[src/rtl/qc_ldpc_enc.sv]
// Streaming systematic QC-LDPC encoder: K message blocks in, full codeword plus
// BPSK LLR vector (decoder `sig` layout) out.
module qc_ldpc_enc #(
    parameter int                data_w  = 8,
    parameter int                R       = 8,
    parameter int                C       = 4,
    parameter int                D       = 8,
    parameter logic [data_w-1:0] LLR_MAG = 8'd16
) (
    input  logic                      clk,
    input  logic                      rst,
    input  logic [(R-C)*C*data_w-1:0] gmtx,
    input  logic                      in_valid,
    output logic                      in_ready,
    input  logic [D-1:0]              in_blk,
    output logic                      out_valid,
    input  logic                      out_ready,
    output logic [R*D-1:0]            cw,
    output logic [R*D*data_w-1:0]     llr,
    output logic                      busy
);

    localparam int K   = R - C;
    localparam int G_W = K * C * data_w;
    localparam logic [data_w-1:0] LLR_NEG = ~LLR_MAG + 1'b1;

    typedef enum logic [1:0] {IDLE, LOAD, DONE} state_t;

    state_t                  state_q, state_d;
    logic [data_w-1:0]       cnt_q, cnt_d;
    logic [C-1:0][D-1:0]     par_q, par_d;
    logic [K-1:0][D-1:0]     msg_q, msg_d;
    logic [G_W-1:0]          gmtx_q, gmtx_d;
    logic [R*D-1:0]          cw_q, cw_d;
    logic                    accept;

    // rot(x,s)[k] = x[(k+s) mod D]; shifting a doubled copy gives the wrap for free
    function automatic logic [D-1:0] rot(input logic [D-1:0] x, input logic [data_w-1:0] e);
        int unsigned s;
        s = e % D;
        return D'({x, x} >> s);
    endfunction

    assign accept    = in_valid && in_ready;
    assign in_ready  = (state_q != DONE);
    assign out_valid = (state_q == DONE);
    assign busy      = (state_q != IDLE);
    assign cw        = cw_q;

    always_comb begin
        state_d = state_q;
        cnt_d   = cnt_q;
        par_d   = par_q;
        msg_d   = msg_q;
        gmtx_d  = gmtx_q;
        cw_d    = cw_q;
        case (state_q)
            IDLE: begin
                if (accept) begin
                    // first beat uses the live table; later beats use the latched copy
                    gmtx_d = gmtx;
                    for (int unsigned c = 0; c < C; c++)
                        par_d[c] = rot(in_blk, gmtx[c*data_w +: data_w]);
                    msg_d[0] = in_blk;
                    cnt_d    = data_w'(1);
                    if (K == 1) begin
                        state_d = DONE;
                        cw_d    = {par_d, msg_d};
                    end else begin
                        state_d = LOAD;
                    end
                end
            end
            LOAD: begin
                if (accept) begin
                    for (int unsigned m = 0; m < K; m++) begin
                        if (cnt_q == data_w'(m)) begin
                            msg_d[m] = in_blk;
                            for (int unsigned c = 0; c < C; c++)
                                par_d[c] = par_q[c] ^ rot(in_blk, gmtx_q[(m*C+c)*data_w +: data_w]);
                        end
                    end
                    cnt_d = cnt_q + 1'b1;
                    if (cnt_q == data_w'(K-1)) begin
                        state_d = DONE;
                        cw_d    = {par_d, msg_d};
                    end
                end
            end
            DONE: begin
                if (out_ready) begin
                    state_d = IDLE;
                    cnt_d   = '0;
                    par_d   = '0;
                end
            end
            default: state_d = IDLE;
        endcase
    end

    always_ff @(posedge clk or posedge rst) begin
        if (rst) begin
            state_q <= IDLE;
            cnt_q   <= '0;
            par_q   <= '0;
            msg_q   <= '0;
            gmtx_q  <= '0;
            cw_q    <= '0;
        end else begin
            state_q <= state_d;
            cnt_q   <= cnt_d;
            par_q   <= par_d;
            msg_q   <= msg_d;
            gmtx_q  <= gmtx_d;
            cw_q    <= cw_d;
        end
    end

    always_comb begin
        llr = '0;
        for (int unsigned i = 0; i < R*D; i++)
            llr[i*data_w +: data_w] = cw_q[i] ? LLR_NEG : LLR_MAG;
    end

endmodule

[config.mk]
export PLATFORM = sky130hd
export DESIGN_NAME = qc_ldpc_enc
export DESIGN_NICKNAME = d
export VERILOG_FILES = /design/src/rtl/qc_ldpc_enc.sv
export SDC_FILE = /design/constraint.sdc
export NUM_CORES = 1
export LEC_CHECK = 0
export CAP_MARGIN = 5
export CORE_AREA = 2 2 279 281
export DETAILED_ROUTE_END_ITERATION = 8
export DIE_AREA = 0 0 281 283
export PLACE_DENSITY = 0.48
export RECOVER_POWER = 100
export SLEW_MARGIN = 10
export SYNTH_ARGS = -nofsm -noshare
export SYNTH_HDL_FRONTEND = slang
export SYNTH_SLANG_ARGS = --single-unit
[constraint.sdc]
create_clock -name clk -period 13.3 [get_ports clk]
set_input_delay 1.995 -clock clk [delete_from_list [all_inputs] [get_ports clk]]
set_output_delay 1.995 -clock clk [all_outputs]
set_load 0.02 [all_outputs]
Word level (Yosys, flattened, before mapping):

Cells that the tools add are included.

* flip-flop bits (word level): 261
* input bits: 140
* output and inout port bits: 579
* logic and storage cells: 159

* bitwise operators: 16
* shift-type cells: 20
* add/subtract/negate cells: 1
* reduce and logical (&&, ||, !) cells: 12
* multiplexer cells: 88
* equal/unequal tests: 10

Operators with widths (number)
* 8-bit two-way mux: 73
* 16-bit by 3-bit right shift with 8-bit output: 20
* 32-bit two-way mux: 7
* 8-bit XOR: 16
* 32-bit case mux with 3 select lines: 1
* 8-bit case mux with 3 select lines: 1
* 8-bit by 2-bit == test with 1-bit output, second input constant: 2
* 8-bit case mux with 2 select lines: 1
* 8-bit by 1-bit adder with 8-bit output, second input constant: 1
* 8-bit by 1-bit == test with 1-bit output, second input constant: 1
* 8-bit logical NOT: 1
* 2-bit two-way mux: 4
* 2-bit != test, second input constant: 4
* 4-bit AND reduction: 2
* 2-bit case mux with 3 select lines: 1
* 3-bit AND reduction: 2
* 2-bit AND reduction: 2
* 2-bit nonzero test: 2
* 3-bit nonzero test: 1
* 2-bit by 1-bit == test with 1-bit output, second input constant: 1
* 2-bit == test, second input constant: 1
* 2-bit logical NOT: 1
* 2-bit by 1-bit != test with 1-bit output, second input constant: 1
* 1-bit logical AND: 1

Longest topological paths before layout:

* depth after elaboration: 8
* gate-level depth with buffers: 11
* gate-level depth less buffers: 8

Worst setup path after synthesis:

OpenSTA, ideal clock, no wires.

* path type: input -> register
* start point: input in_valid
* end point: register par_q[27] (netlist name)
* library setup time: 0.126 ns
* stages on the path: 8
* path slack: 9.661 ns
* data required time: 13.174 ns
* arrival: 3.513 ns
* buffers on the path: 3
* cells stage by stage: nor2b_1 -> clkbuf_1 -> o221ai_1 -> or2_2 -> clkbuf_1 -> clkbuf_1 -> nor3_1 -> a311o_1

* longest elaborated chain between the ends: 3
* elaborated cells on any way between the ends: 4
* classes of those cells: eq/ne: 2; reduce/logical: 2

RTL lines
* start: declaration: RTL line 13 `input logic in_valid,`
* 1-bit logical AND (*): RTL line 44 `assign accept = in_valid && in_ready;`
* 2-bit != test (no source line)
* 4-bit AND reduction (no source line) (*)
* end signal: assignment: RTL line 112 `par_q <= par_d;`
* end: declaration: RTL line 31 `logic [C-1:0][D-1:0] par_q, par_d;`

Mark *: on every way between the ends. The rest lies on a longest branch, timed or not.
A chain may end at the register's enable or synchronous reset.

Final worst setup path:

* start point: input in_valid
* end point: register par_q[11] (netlist name)

Same word-level chain as after synthesis.

==> flow_metrics.py <==
metrics = {
    "worst_setup_path": {
        "r2r_start": "state_q[1]$_DFFE_PP0P_",
        "cp.arrival_ns": 8.18,
        "startpoint": "in_valid",
        "critical_path_required_ns": 13.63,
        "critPathKind": "primary input to flop",
        "worst-path-max-fanout": 76,
        "timing.reg2reg.worst_path_depth": 8,
        "endpoint_kind": "flop",
        "worstSetupStartpointType": "primary input",
    },
    "timing": {
        "max_slew_margin": -1.995,
        "timing.setup.tns_ns": 0,
        "post-route-min-period_ns": 7.841,
        "finalCritPeriodShare": 0.5896,
        "report.final.slew_viol_count": 400,
        "achievable-frequency_mhz": 127.5,
        "final_hold_violations": 0,
        "rsz0062_at_grt": "false",
        "setup_viol": 0,
        "least_margin_pin_slew_ns": 4.492,
        "skew_ns": 0.01421,
    },
    "grt": {
        "global_route.overflow_total": 0,
        "gr-usage-all-layers": 0.1377,
        "grt_antenna_before_repair": 9,
        "grt_first_pass_wirelength_um": 84060,
        "grt_max_degree": 121,
        "grt_pass1_vias": 12590,
    },
    "power": {
        "power.ir.vdd_worst_mv": 0.08524,
        "power.density_cell_area_mw_per_mm2": 228.4,
        "design_power_total_mw": 4.617,
        "leakage_nw": 8.907,
    },
    "worst_hold_path": {
        "worstHoldPathCells": 1,
        "min_path_type": "flop to flop",
        "hold_crit_start": "msg_q[3]$_DFFE_PP0P_",
    },
    "clock_tree": {
        "worst_setup_hold_path_clk_slew_ns": 0.08,
        "root_buffer": "sky130_fd_sc_hd__clkbuf_16",
        "cts_tree": "yes",
        "cts_hold_buf": 0,
        "cts_max_level": 4,
        "cts_buffer_count": 17,
        "post_cts.resized_instances": 0,
        "clock_sinks": 178,
        "cts_max_path_buffers": 2,
        "worst_skew_pair.late_latency_ns": 0.46,
        "cts_setup_buffers": 0,
    },
    "drt": {
        "drt_iter0_markers": 844,
        "antenna_left": 0,
        "firstDrtPassIters": 5,
        "remaining_drc_errors": 0,
        "routedWlPerCell_um": 18.90,
        "detailroute.via_count": 13620,
        "routed_wl_um": 56710,
        "detail_route.vias_per_cell": 4.540,
    },
    "synth": {
        "asyncSetResetFlopFracSynth": 1.000,
        "synthDominantAreaCellType": "sky130_fd_sc_hd__dfrtp_1",
        "synth_sequential_area_ratio": 0.2428,
        "postSynthCellCount": 1959,
        "yosysWarnings": 0,
        "syn_area_per_cell_um2": 9.365,
        "yosys_register_bits": 178,
        "post_synth_instance_area_mm2": 0.01835,
        "synthTopCellsByCount": "sky130_fd_sc_hd__buf_4 (515), sky130_fd_sc_hd__dfrtp_1 (178), sky130_fd_sc_hd__mux2i_1 (162)",
        "postSynth.topFlopCell": "sky130_fd_sc_hd__dfrtp_1",
        "synth-edff-count": 0,
        "yosysTopAreaCellShare": 0.2428,
        "number_of_library_cell_types_mapped_by_synthesis": 52,
        "synth.area.top_cells": "sky130_fd_sc_hd__dfrtp_1 (24%), sky130_fd_sc_hd__buf_4 (21%), sky130_fd_sc_hd__mux4_2 (11%), sky130_fd_sc_hd__mux2i_1 (8.8%), sky130_fd_sc_hd__mux2_2 (8.5%)",
        "yosys.cell_count.top_type": "sky130_fd_sc_hd__buf_4",
    },
    "floorplan": {
        "number_of_standard_cell_rows_in_the_floorplan": 102,
        "die_area_mm2": 0.07952,
        "start_util": 0.2392,
        "die_w_um": 281,
        "ioPinCount": 719,
        "die_h_um": 283,
        "core_area_mm2": 0.07670,
    },
    "flow_run": {
        "cap_viol_max_count": 6,
    },
    "cells_and_area": {
        "drive_gt1_frac": 0.1533,
        "area.growth.synth_to_final_pct": 10.18,
        "final_nets": 2092,
    },
    "placement": {
        "portBuffers": 318,
        "finalWeightedCongestion": 0.8513,
        "detailed_place_hpwl_um": 40920,
    },
    "outcome": {
        "outcome": "complete, but fails checks",
        "violations_in_the_final_reports": "max-capacitance violations, max-slew violations",
    },
}
[registers in the layout (all words and copies together) (netlist names)]
name     count
cw          64
gmtx_q      48
par_q       32
msg_q       24
cnt_q        8
state_q      2
[per-layer routing]
| metal | wire length (µm) | track usage | up-vias | share of wire |
|---|---|---|---|---|
| li1 | - | - | 6157 | - |
| met1 | 24920 | 0.1847 | 6850 | 0.44 |
| met2 | 27640 | 0.2271 | 559 | 0.49 |
| met3 | 2977 | 0.01930 | 50 | 0.052 |
| met4 | 1128 | 0.04439 | 8 | 0.020 |
| met5 | 42 | 0 | - | 0.00074 |
[worst max-delay path, stage by stage]
cell and delay, ns:
sky130_fd_sc_hd__dlygate4sd3_1 0.59, sky130_fd_sc_hd__nor2b_1 0.15, sky130_fd_sc_hd__clkbuf_1 0.33, sky130_fd_sc_hd__o221ai_4 0.26, sky130_fd_sc_hd__clkbuf_1 2.35, sky130_fd_sc_hd__or2_0 1.95
sky130_fd_sc_hd__nor3_1 0.11, sky130_fd_sc_hd__a311o_1 0.42
[metrics by stage]
stage	instances	util	worst slack, ns	hold slack, ns	area [µm²]
5_1_grt	3000	0.2635	4.648	0.4990	20210
3_5_place_dp	2965	0.2561	8.233	0.4754	19640
2_1_floorplan	2277	-	6.475	0.4578	19540
3_3_place_gp	2965	0.2561	8.236	0.4681	19640
6_report	3001	0.2635	5.459	0.4912	20210
4_1_cts	2997	0.2637	8.712	0.4961	20230
[final timing paths]
kind	to	slack, ns
worst min register to register	msg_q[3]$_DFFE_PP0P_	0.49
worst max register to register	par_q[11]$_DFFE_PP0P_	6.66
worst max-delay path	par_q[11]$_DFFE_PP0P_	5.46
max in group asynchronous	gmtx_q[49]$_DFFE_PP0P_	5.82
worst min-delay path	msg_q[3]$_DFFE_PP0P_	0.49
min in group asynchronous	cw[22]$_DFFE_PP0P_	2.85
[power breakdown]
part           internal, mW  total (mW)  switching (mW)  leakage, nW
clock network         0.253       0.522           0.268        0.287
logic                  1.30        2.87            1.56         6.36
registers             0.778        1.23           0.449         2.26
[final cells by class]
| class | instances | area (µm²) |
|---|---|---|
| Timing Repair Buffer | 341 | 3297 |
| Clock inverter | 14 | 155.1 |
| Multi-Input combinational cell | 1396 | 10530 |
| Clock buffer | 18 | 429.2 |
| Sequential cell | 178 | 4454 |
| Antenna cell | 4 | 10.01 |
| Inverter | 10 | 38.79 |
| Fill cell | 8100 | 56490 |
| Tap cell | 1040 | 1301 |
[cell families (layout without fill, tap and decap cells)]
family / after synthesis / in the layout / synth area share
multiplexers: 395 / 395 / 0.2848
XOR/XNOR: 32 / 32 / 0.01528
flip-flops: 178 / 178 / 0.2428
adder cells (fa/ha/maj): 8 / 8 / 0.005456
AO/OA/AOI/OAI: 300 / 300 / 0.1049
AND/OR/NAND/NOR: 341 / 341 / 0.09582
buffers and inverters: 703 / 383 / 0.2506
other: 2 / 324 / 0.0004093
[layout by cell type, fill, tap and decap left out, drive strengths merged, types with 22 or more instances in the layout]
master	instances
xnor2	27
buf	26
nand2	140
dlygate4sd3	261
a21oi	63
a221oi	32
nor2	46
o221ai	22
nand3	28
dfrtp	178
mux2	146
conb	320
o22ai	28
clkbuf	23
mux2i	162
mux4	87
o21ai	92
clkdlybuf4s50	49
nor3	32
nand4	39
(Power assumes the default switching activity.)
==> RTL edit 1: new RTL, config.mk and constraints unchanged <==
Take the reset off `cw_q` and load it in a clocked block of its own.
--- a/src/rtl/qc_ldpc_enc.sv
+++ b/src/rtl/qc_ldpc_enc.sv
@@ -107,3 +107,2 @@
             gmtx_q  <= '0;
-            cw_q    <= '0;
         end else begin
@@ -114,4 +113,7 @@
             gmtx_q  <= gmtx_d;
-            cw_q    <= cw_d;
         end
+    end
+
+    always_ff @(posedge clk) begin
+        cw_q <= cw_d;
     end
Behaviour: no difference found for any inputs over 4 cycles, from zero or initial values and one cycle with rst high; that may be too few to reach the edited logic, so the function may still have changed.
==> RTL edit 1 against the original RTL <==
The run still ends with capacitance limit, slew limit left; global-route usage grew 1.7 points; worst setup slack gained 0.49 ns; synthesized area rose by 7.8%; clock skew is 0.0012 ns higher; power increased by 2.9%; sequential cell count increased by 8; wire length increased by 12%; cell area grew 6.0%; largest cell class unchanged.
==> RTL edit 1: results (changes against the original RTL) <==
[global_routing]
use_met2_pct = 26.5  ; was 22.7%
grt_max_degree = 69  ; was 121
grt_usage_pct = 15.5  ; was 13.8%

[placement]
place_area_mm2 = 0.0209  ; was 0.0196 mm^2

[logic_synthesis]
synthAdderAreaFrac_pct = 0.506  ; was 0.546%
async_reset_ff_share_pct = 65.6  ; was 100%
synth-seq-area-share_pct = 25.2  ; was 24.3%
synth_commonest_cells = 521 x buf_4, 182 x mux2i_1, 170 x nand2_1, 153 x mux2_2, 122 x dfrtp_1  ; was 515 x buf_4, 178 x dfrtp_1, 162 x mux2i_1, 140 x nand2_1, 138 x mux2_2

[setup_path]
r2r_end = cw[63]$_DFFE_PP_  ; was par_q[11]$_DFFE_PP0P_
setup.worst_path.end = cw[63]$_DFFE_PP_  ; was par_q[11]$_DFFE_PP0P_
critPathSlowestCell = nor2_1  ; was clkbuf_1
r2r-start = cnt_q[6]$_DFFE_PP0P_  ; was state_q[1]$_DFFE_PP0P_
worst_ep_arrival_time_ns = 7.65  ; was 8.18 ns
crit_fanout = 52  ; was 76
reg2reg_depth = 6  ; was 8

[run_status]
violations = capacitance limit, slew limit  ; unchanged
run_status = complete, but fails checks  ; unchanged

[power]
ir_drop_uv = 105  ; was 85.2 uV

[timing]
final_max_slew_viol_count = 359  ; was 400
min_period_over_period_pct = 55.2  ; was 59.0%
hold_ws_ns = 0.501  ; was 0.491 ns

[run]
maxCapViolations = 10  ; was 6

[worst_hold_path]
holdCritStartpoint = msg_q[5]$_DFFE_PP0P_  ; was msg_q[3]$_DFFE_PP0P_

[layout]
final_nets = 2220  ; was 2,092

[route]
drtIter0Drc = 1259  ; was 844

-- RTL edit 1: cell types whose count changed in the layout (fill, tap and decap cells not counted), sizes merged, moves of 24 or more --
cell    unedited run  this run
a211oi             0        24
a21oi             63        28
a22oi              4        55
dfrtp            178       122
edfxtp             0        64
nand2            140       172
nand4             39         8
nor2              46        82
o21ai             92        40
xnor2             27         3
xor2               5        29
-- RTL edit 1: area by class of cell --
class	count	area share (%)
Multi-Input combinational cell	1517	52.2
Tap cell	1040	6.07
Clock buffer	20	2.13
Inverter	17	0.304
Sequential cell	186	23.2
Clock inverter	12	0.981
Timing Repair Buffer	333	15.1
-- RTL edit 1: worst max-delay path: cells and delay by family, from the launching register on --
family | cells | cell delay (ns)
DFF | 1 | 0.41
and+or+nand+nor | 4 | 5.87
AOI/OAI and AO/OA | 1 | 0.56
xor gates and xnor gates | 1 | 0.29
==> RTL edit 2: new RTL, config.mk and constraints unchanged <==
Without the edit above. Set the parameter `C` to 2 (it was 4).
--- a/src/rtl/qc_ldpc_enc.sv
+++ b/src/rtl/qc_ldpc_enc.sv
@@ -5,3 +5,3 @@
     parameter int                R       = 8,
-    parameter int                C       = 4,
+    parameter int                C       = 2,
     parameter int                D       = 8,
Interface: changed (resized gmtx); port bits go from 719 to 687. The function was not compared with the original's and may differ.
==> RTL edit 2 against the original RTL <==
The flow still finishes with violations (capacitance limit, slew limit); sequential cell count is 12 lower; sequential power is 22% lower; wire length is 16% lower; clock skew is 0.0027 ns lower; synthesized area is 14% lower; critical path depth is 2 lower; cell area is 12% lower; count of clock-buffer cells in the layout is 1 lower; combinational power is 44% lower; fmax is 27% higher; power is 33% lower; worst setup slack better by 1.7 ns; sequential share of layout area is 1.4 points higher; first-iteration DRC count is 9.4% lower; critical path type unchanged.
==> RTL edit 2: results (changes against the original RTL) <==
[logic_synthesis]
synth_commonest_cells = 514 x buf_4, 166 x dfrtp_1, 126 x mux2_2, 116 x mux2i_1, 116 x nand2_1  ; was 515 x buf_4, 178 x dfrtp_1, 162 x mux2i_1, 140 x nand2_1, 138 x mux2_2
yosys-top-cells-area = dfrtp_1 26%, buf_4 24%, mux4_2 11%, mux2_2 8.9%, mux2i_1 7.3%  ; was dfrtp_1 24%, buf_4 21%, mux4_2 11%, mux2i_1 8.8%, mux2_2 8.5%
synth-seq-area-share_pct = 26.2  ; was 24.3%

[run_status]
run_status = complete, but fails checks  ; unchanged
violations = capacitance limit, slew limit  ; unchanged

[timing]
worstMarginPinSlew_ns = 4.34  ; was 4.49 ns
skew_ns = 0.0115  ; was 0.0142 ns
final_max_slew_viol_count = 252  ; was 400

[power]
p_sw_share_pct = 44.6  ; was 49.4%
p_clk_share_pct = 17.0  ; was 11.3%
leakage_nw = 8.38  ; was 8.91 nW
ir_drop_uv = 76.9  ; was 85.2 uV

[setup_path]
worst_ep_arrival_time_ns = 6.55  ; was 8.18 ns
critPathSlowestCell = nand2_1  ; was clkbuf_1
crit_fanout = 120  ; was 76
crit_path_max_incr_delay_ns = 1.93  ; was 2.35 ns

[run]
maxCapViolations = 3  ; was 6

[global_routing]
antenna_found_initial = 6  ; was 9
grt_pass1_vias = 10500  ; was 12,600
grt_usage_pct = 11.7  ; was 13.8%

[placement]
io_buffers = 306  ; was 318
dp_hpwl_mm = 34.4  ; was 40.9 mm
pre_cts_ws_ns = 8.47  ; was 8.23 ns

[layout]
final_nets = 1773  ; was 2,092

[route]
vias = 11100  ; was 13,600
wirelength_mm = 47.9  ; was 56.7 mm
drtIter0Drc = 765  ; was 844

[cts]
numCtsBuffers = 17  ; unchanged

## RTL edit 2: cell count changes after synthesis, moves of 32 or more
cell | unedited run | this run
nand4_1 | 39 | 7
a21oi_1 | 63 | 3
o21ai_0 | 41 | 87
o21ai_1 | 51 | 0
mux2i_1 | 162 | 116
a221oi_1 | 32 | 0
## RTL edit 2: routing by layer
layer | vias to the layer above | global-route usage [%] | share of wire (%)
li1 | 5036 | - | -
met1 | 5532 | 14.2 | 41
met2 | 461 | 20.4 | 51
met3 | 47 | 3.00 | 6.5
met4 | 8 | 2.98 | 2.0
met5 | - | 0 | 0.11
## RTL edit 2: worst max-delay path: cells and delay by family
family / cells / cell delay [ns]
AND/OR/NAND/NOR: 5 / 3.92
buffers and inverters: 1 / 0.58
## RTL edit 2: cell type report
class	count	area share, %
repair buffers	321	17.7
clock inverters	15	1.13
inverters	11	0.240
well taps	1040	7.34
diodes	2	0.0282
multi-input cells	1141	47.8
flip-flops and latches	166	23.4
clock buffers	17	2.40
## RTL edit 2: final timing paths
path,startpoint,endpoint,slack (ns),cells past startpoint
max,in_valid,cw[50]$_DFFE_PP0P_,7.14,6
min,msg_q[34]$_DFFE_PP0P_,msg_q[34]$_DFFE_PP0P_,0.51,1
max reg2reg,cnt_q[6]$_DFFE_PP0P_,cw[50]$_DFFE_PP0P_,7.69,6
min reg2reg,msg_q[34]$_DFFE_PP0P_,msg_q[34]$_DFFE_PP0P_,0.51,1
max in group asynchronous,rst,cw[15]$_DFFE_PP0P_,7.75,3
min in group asynchronous,rst,cw[36]$_DFFE_PP0P_,3.23,2
## RTL edit 2: kinds of logic (layout without fill, tap and decap cells)
kind of cell	Yosys count	count (layout)	share of synthesized area, %
buf+inv	657	364	27.9
compound gates	211	211	9.24
other cells	2	322	0.0474
mux	321	321	27.5
fa+ha+maj	7	7	0.552
flops	166	166	26.2
simple gates	282	282	8.61
## RTL edit 2: through the flow
stage          total power [W]  instances  util, %  instance area, um^2
3_5_place_dp           0.00265       2679     22.3                17100
3_3_place_gp           0.00262       2679     22.3                17100
2_1_floorplan          0.00229       1964        -                17100
4_1_cts                0.00320       2711     23.1                17700
5_1_grt                0.00332       2711     23.1                17700
6_report               0.00311       2713     23.1                17700
## RTL edit 2: power by group through the flow
stage	logic, W	registers [W]	clock network [W]
2_1_floorplan	0.00149	0.000802	0
3_3_place_gp	0.00165	0.000964	0
3_5_place_dp	0.00167	0.000983	0
4_1_cts	0.00167	0.000972	0.000551
5_1_grt	0.00175	0.00100	0.000573
6_report	0.00162	0.000956	0.000530
